### config.mk
export PLATFORM = sky130hd
export DESIGN_NAME = dbg_mem_sequencer
export DESIGN_NICKNAME = d
export VERILOG_FILES = /design/src/rtl/dbg_mem_sequencer.sv
export SDC_FILE = /design/constraint.sdc
export NUM_CORES = 1
export LEC_CHECK = 0
export BUFFER_PORTS_ARGS = -buffer_cell sky130_fd_sc_hd__buf_2
export CAP_MARGIN = 30
export CORE_UTILIZATION = 45
export DETAILED_ROUTE_END_ITERATION = 10
export GPL_TIMING_DRIVEN = 0
export PLACE_DENSITY = 0.7
export SETUP_SLACK_MARGIN = 0.05
export SYNTH_ARGS = -nofsm -noshare
export SYNTH_HDL_FRONTEND = slang
export SYNTH_SLANG_ARGS = --single-unit
### constraint.sdc
create_clock -name CPU_CLK -period 3.9 [get_ports CPU_CLK]
set_clock_uncertainty 0.15 [all_clocks]
set_input_delay 0.585 -clock CPU_CLK [delete_from_list [all_inputs] [get_ports CPU_CLK]]
set_output_delay 0.585 -clock CPU_CLK [all_outputs]
set_load 0.02 [all_outputs]
### src/rtl/dbg_mem_sequencer.sv
// Command-driven load/run/dump sequencer for the RV32Core BRAM debug ports.
// Optional running checksum of streamed words: define DBG_SEQ_CHECKSUM_EN.
module dbg_mem_sequencer #(
    parameter int NUM_CH     = 2,
    parameter int DATA_W     = 32,
    parameter int DEPTH      = 4096,
    parameter int RD_LAT     = 2,
    parameter int RST_CYCLES = 5,
    parameter int CH_W       = (NUM_CH > 1) ? $clog2(NUM_CH) : 1
) (
    input  logic                         CPU_CLK,
    input  logic                         CPU_RST_N,
    input  logic                         cmd_valid,
    output logic                         cmd_ready,
    input  logic [1:0]                   cmd_op,
    input  logic [CH_W-1:0]              cmd_ch,
    input  logic [31:0]                  cmd_len,
    input  logic                         ld_valid,
    output logic                         ld_ready,
    input  logic [DATA_W-1:0]            ld_data,
    output logic                         du_valid,
    input  logic                         du_ready,
    output logic [DATA_W-1:0]            du_data,
    output logic [31:0]                  du_addr,
    output logic                         du_last,
    output logic [NUM_CH*32-1:0]         dbg_a2,
    output logic [NUM_CH*DATA_W-1:0]     dbg_wd2,
    output logic [NUM_CH*(DATA_W/8)-1:0] dbg_we2,
    input  logic [NUM_CH*DATA_W-1:0]     dbg_rd2,
    output logic                         core_rst,
    output logic                         busy,
    output logic                         done,
    output logic                         err,
    output logic [31:0]                  checksum
);

    localparam int          BW      = DATA_W / 8;
    localparam logic [31:0] BYTES_W = 32'(BW);
    localparam logic [31:0] DEPTH_W = 32'(DEPTH);
    localparam logic [1:0]  OP_LOAD = 2'd0;
    localparam logic [1:0]  OP_DUMP = 2'd1;
    localparam logic [1:0]  OP_RUN  = 2'd2;

    typedef enum logic [2:0] {
        S_IDLE, S_LOAD, S_DUMP_ADDR, S_DUMP_WAIT, S_DUMP_OUT, S_RUN_RST, S_RUN_EXEC, S_FIN
    } state_t;

    state_t              state_q;
    logic [CH_W-1:0]     ch_q;
    logic [31:0]         len_q, idx_q, cnt_q, a2_q, du_addr_q;
    logic [DATA_W-1:0]   wd2_q, du_data_q;
    logic [NUM_CH-1:0]   we_q;
    logic                du_valid_q, du_last_q, core_rst_q, done_q, err_q;

    logic                cmdFire, ldFire, duFire, badCh_d;
    logic [31:0]         effLen_d, nextIdx_d, byteAddr_d, nextAddr_d;
    logic [NUM_CH-1:0]   chHot_d;
    logic [DATA_W-1:0]   rdSel_d;

    assign cmd_ready  = (state_q == S_IDLE);
    assign busy       = (state_q != S_IDLE);
    assign ld_ready   = (state_q == S_LOAD) && (idx_q != len_q);
    assign cmdFire    = cmd_valid && cmd_ready;
    assign ldFire     = ld_valid && ld_ready;
    assign duFire     = du_valid_q && du_ready;
    assign badCh_d    = (32'(cmd_ch) >= 32'(NUM_CH));
    assign effLen_d   = (cmd_len > DEPTH_W) ? DEPTH_W : cmd_len;
    assign nextIdx_d  = idx_q + 32'd1;
    assign byteAddr_d = idx_q * BYTES_W;
    assign nextAddr_d = nextIdx_d * BYTES_W;

    always_comb begin
        chHot_d = '0;
        rdSel_d = '0;
        for (int c = 0; c < NUM_CH; c++) begin
            if (ch_q == CH_W'(c)) begin
                chHot_d[c] = 1'b1;
                rdSel_d    = dbg_rd2[c*DATA_W +: DATA_W];
            end
        end
    end

    // Address and data are broadcast; only the write enable is steered per channel.
    for (genvar c = 0; c < NUM_CH; c++) begin : g_ch
        assign dbg_a2[c*32 +: 32]         = a2_q;
        assign dbg_wd2[c*DATA_W +: DATA_W] = wd2_q;
        assign dbg_we2[c*BW +: BW]        = {BW{we_q[c]}};
    end

    assign du_valid = du_valid_q;
    assign du_data  = du_data_q;
    assign du_addr  = du_addr_q;
    assign du_last  = du_last_q;
    assign core_rst = core_rst_q;
    assign done     = done_q;
    assign err      = err_q;

    always_ff @(posedge CPU_CLK or negedge CPU_RST_N) begin
        if (!CPU_RST_N) begin
            state_q    <= S_IDLE;
            ch_q       <= '0;
            len_q      <= '0;
            idx_q      <= '0;
            cnt_q      <= '0;
            a2_q       <= '0;
            wd2_q      <= '0;
            we_q       <= '0;
            du_valid_q <= 1'b0;
            du_data_q  <= '0;
            du_addr_q  <= '0;
            du_last_q  <= 1'b0;
            core_rst_q <= 1'b1;
            done_q     <= 1'b0;
            err_q      <= 1'b0;
        end else begin
            done_q <= 1'b0;
            err_q  <= 1'b0;
            we_q   <= '0;
            case (state_q)
                S_IDLE: begin
                    if (cmdFire) begin
                        ch_q  <= cmd_ch;
                        idx_q <= '0;
                        if (cmd_op == OP_LOAD || cmd_op == OP_DUMP) begin
                            if (badCh_d || cmd_len == 32'd0) begin
                                state_q <= S_FIN;
                                done_q  <= 1'b1;
                                err_q   <= badCh_d;
                            end else begin
                                len_q <= effLen_d;
                                if (cmd_op == OP_LOAD) begin
                                    state_q <= S_LOAD;
                                end else begin
                                    a2_q    <= '0;
                                    state_q <= S_DUMP_ADDR;
                                end
                            end
                        end else if (cmd_op == OP_RUN) begin
                            len_q   <= cmd_len;
                            cnt_q   <= 32'(RST_CYCLES - 1);
                            state_q <= S_RUN_RST;
                        end else begin
                            state_q <= S_FIN;
                            done_q  <= 1'b1;
                        end
                    end
                end
                // Leaving only once every word is issued keeps the last WE cycle before FIN.
                S_LOAD: begin
                    if (idx_q == len_q) begin
                        state_q <= S_FIN;
                        done_q  <= 1'b1;
                    end else if (ldFire) begin
                        a2_q  <= byteAddr_d;
                        wd2_q <= ld_data;
                        we_q  <= chHot_d;
                        idx_q <= nextIdx_d;
                    end
                end
                S_DUMP_ADDR: begin
                    cnt_q   <= 32'(RD_LAT - 1);
                    state_q <= S_DUMP_WAIT;
                end
                S_DUMP_WAIT: begin
                    if (cnt_q == 32'd0) begin
                        du_data_q  <= rdSel_d;
                        du_addr_q  <= byteAddr_d;
                        du_last_q  <= (nextIdx_d == len_q);
                        du_valid_q <= 1'b1;
                        state_q    <= S_DUMP_OUT;
                    end else begin
                        cnt_q <= cnt_q - 32'd1;
                    end
                end
                S_DUMP_OUT: begin
                    if (duFire) begin
                        du_valid_q <= 1'b0;
                        du_last_q  <= 1'b0;
                        if (du_last_q) begin
                            state_q <= S_FIN;
                            done_q  <= 1'b1;
                        end else begin
                            idx_q   <= nextIdx_d;
                            a2_q    <= nextAddr_d;
                            state_q <= S_DUMP_ADDR;
                        end
                    end
                end
                S_RUN_RST: begin
                    if (cnt_q != 32'd0) begin
                        cnt_q <= cnt_q - 32'd1;
                    end else if (len_q == 32'd0) begin
                        state_q <= S_FIN;
                        done_q  <= 1'b1;
                    end else begin
                        cnt_q      <= len_q - 32'd1;
                        core_rst_q <= 1'b0;
                        state_q    <= S_RUN_EXEC;
                    end
                end
                // Counting down from len-1 lets a full 32-bit run length complete without wrap.
                S_RUN_EXEC: begin
                    if (cnt_q == 32'd0) begin
                        core_rst_q <= 1'b1;
                        state_q    <= S_FIN;
                        done_q     <= 1'b1;
                    end else begin
                        cnt_q <= cnt_q - 32'd1;
                    end
                end
                S_FIN:   state_q <= S_IDLE;
                default: state_q <= S_IDLE;
            endcase
        end
    end

`ifdef DBG_SEQ_CHECKSUM_EN
    logic [31:0] checksum_q;

    always_ff @(posedge CPU_CLK or negedge CPU_RST_N) begin
        if (!CPU_RST_N) begin
            checksum_q <= '0;
        end else if (cmdFire && (cmd_op == OP_LOAD || cmd_op == OP_DUMP)) begin
            checksum_q <= '0;
        end else if (ldFire) begin
            checksum_q <= checksum_q + 32'(ld_data);
        end else if (duFire) begin
            checksum_q <= checksum_q + 32'(du_data_q);
        end
    end

    assign checksum = checksum_q;
`else
    assign checksum = '0;
`endif

endmodule

==> results.cfg <==
[logic_synthesis]
seq_area_frac_synth_pct = 41.6
synth_cell_types = 74
synthArstFlopShare_pct = 100
ys.flop_type = dfrtp_1
synth_edf_count = 0
yosys.area.top_type = dfrtp_1
avgSynthCellArea_um2 = 9.05
synthCells = 1527
synth-seq-cells = 230
synth_area_leaders = dfrtp_1 (41%), buf_4 (6.3%), o21ai_0 (6.0%)
synth_top_area_share_pct = 41.5
synth_area_um2 = 13800
synth.most_common_cell = dfrtp_1
ys.warnings.count = 0
synthTopCellsByCount = dfrtp_1 (229), o21ai_0 (165), nand2_1 (132), buf_4 (116), nor2_1 (100)

[clock_tree]
cts_tree = done
root_buffer = clkbuf_16
cts.htree.levels = 1
clk_path_buf_depth = 3
post-cts-setup-buffers = 0
clk-insertion-delay-late_ns = 0.54
cts_made_buffers = 26
cts_sinks = 230
cts_hold_buf = 0
clk_pin_slew_ns = 0.06

[global_routing]
grt_use_total_pct = 29.7
grt_max_degree = 118
grt_pass1_wl_mm = 71.0
overflow = 0
antenna_found_initial = 3
grt_pass1_vias = 12173

[power]
p_switching_mw = 5.69
pwr-share-comb_pct = 50.9
swShare_pct = 45.1
p_clk_share_pct = 20.7
pwr-share-seq_pct = 28.3
p_leak_nw = 8.29
ir_drop_v = 0.000427
powerDensity_nw_per_um2 = 738
p_int_mw = 6.93

[floorplan]
core_um2 = 30000
die_y_um = 177
initial_utilization_pct = 46.1
die_area_um2 = 31400
pin_count = 376
rows = 63
die_w_um = 177

[detailed_routing]
drt-initial-drc-count = 1316
routed_via_density = 5.70
wire_per_inst_um = 20.5
first_pass_iters = 5
wirelength_mm = 48.0
via_count = 13338
drcViolationCount = 0
ant_nets = 0

[sta]
finalSetupTns_ns = 0
fmax_mhz = 270
setup_viol_count_final = 0
fin_crit_ns = 3.70
max_slew_margin_pct = 30.5
finalMaxSlewViolations = 0
fin_crit_sh_pct = 94.9
hold_viol = 0
tightest_slew_ns = 1.03
finalHoldWorstSlack_ns = 0.0135
grt_setup_unrepaired = false
timing.final.ws_setup_ns = 0.198

[critical_path]
required_ns = 3.16
path_class = reg -> out
endpoint_kind = primary output
cp-start-kind = flip-flop
regToRegSetupSlack_ns = 0.35
r2r-start = cnt_q[4]
critPathMaxFanout = 9
reg2reg_depth = 6
r2r-end = state_q[1]
crit_arrival_ns = 2.97

[placement]
gp_congestion = 0.948
port_buffers = 336
preCtsSetupSlack_ns = 0.277
dpl.hpwl_mm = 37.2

[flow_run]
cap_violations = 0

[finish]
area_growth_pct = 23.7
drive_gt1_share_pct = 31.5
final.fill_count = 2749
nets = 2069
fin_util_pct = 57.1

[min_path]
hold_path_class = in -> async

[status]
status = finished clean
## state kept, by name, summed over array words and instances (netlist names)
| signal | cells |
|---|---|
| du_last | 1 |
| wd2_q | 32 |
| done | 1 |
| a2_q | 30 |
| du_data | 32 |
| core_rst | 1 |
| len_q | 32 |
| du_addr | 30 |
| cnt_q | 32 |
| du_valid | 1 |
| idx_q | 32 |
| state_q | 3 |
| ch_q | 1 |
| we_q | 2 |
## timing repair
| action | in CTS | in global routing |
|---|---|---|
| gates resized for setup | 0 | 1 |
| endpoints found under the hold margin | 0 | 0 |
| setup endpoints to repair | 0 | 1 |
## metrics by stage
stage	std cells	power, mW	cell area [µm²]
6_report	2342	12.6	17100
4_1_cts	2340	12.6	17100
3_3_place_gp	2291	9.81	16100
2_1_floorplan	1565	7.75	14000
5_1_grt	2342	13.3	17100
3_5_place_dp	2292	9.93	16200
## worst max-delay path, cell delays in order (launching register included)
cell and delay, ns:
dfrtp_1 0.36, buf_2 0.19, xor2_1 0.18, or4_1 0.55, nor4_2 0.48, a21oi_1 0.39, buf_2 0.28
## cells in the final DEF, fill, tap and decap left out, types with 34 or more instances in the layout
master    Yosys  routed
a21oi_1      62      62
buf_2        22     357
buf_4       116     116
clkbuf_1     81      85
conb_1        1      39
dfrtp_1     229     229
mux2_2       63      63
mux2i_1      34      34
nand2_1     132     132
nor2_1      100     100
nor3_1       65      65
o21ai_0     165     165
xnor2_1      51      51
## layout make-up
class / instances / area (µm²) / share of cell area [%]
multi-input cells: 1090 / 6800 / 39.8
flip-flops and latches: 230 / 5760 / 33.7
repair buffers: 337 / 1720 / 10.1
plain buffers: 222 / 1330 / 7.78
clock buffers: 39 / 791 / 4.62
well taps: 390 / 488 / 2.85
clock inverters: 9 / 130 / 0.761
inverters: 22 / 82.6 / 0.483
diodes: 3 / 7.51 / 0.0439
## metal layers
| layer | wire length, µm | share of wire [%] | GRT usage, % | vias up |
|---|---|---|---|---|
| met5 | 0 | 0 | 0 | - |
| li1 | - | - | - | 6150 |
| met2 | 22600 | 47 | 48.8 | 640 |
| met4 | 1330 | 2.8 | 9.65 | 0 |
| met1 | 20300 | 42 | 39.9 | 6466 |
| met3 | 3750 | 7.8 | 4.70 | 82 |
## how the worst max path moves through the flow
stage | slack, ns | end | from | depth (start not counted)
after global routing | 0.06 | ld_ready | idx_q[9] | 6
after global placement | -2.09 | du_data[15] | CPU_RST_N | 1
after floorplan | 1.09 | wd2_q[10] | idx_q[10] | 8
after CTS | 0.19 | ld_ready | idx_q[13] | 6
after detailed placement | 0.28 | len_q[26] | cmd_len[13] | 10
final | 0.20 | ld_ready | idx_q[9] | 6
## power groups by stage
| stage | sequential, mW | combinational (mW) | clock, mW |
|---|---|---|---|
| finish | 3.57 | 6.43 | 2.62 |
| global route | 3.65 | 6.91 | 2.73 |
| CTS | 3.57 | 6.35 | 2.64 |
| detailed placement | 3.60 | 6.32 | 0 |
| global placement | 3.58 | 6.23 | 0 |
| floorplan | 3.95 | 3.80 | 0 |
## cells by family after synthesis
kind of cell / synth area share, %
compound gates: 16.4
xor+xnor: 5.31
fa+ha+maj: 0.434
buf+inv: 10.2
flops: 41.6
mux: 7.59
other cells: 0.0271
simple gates: 18.3
Note: power is estimated with default switching activity, not from simulation.
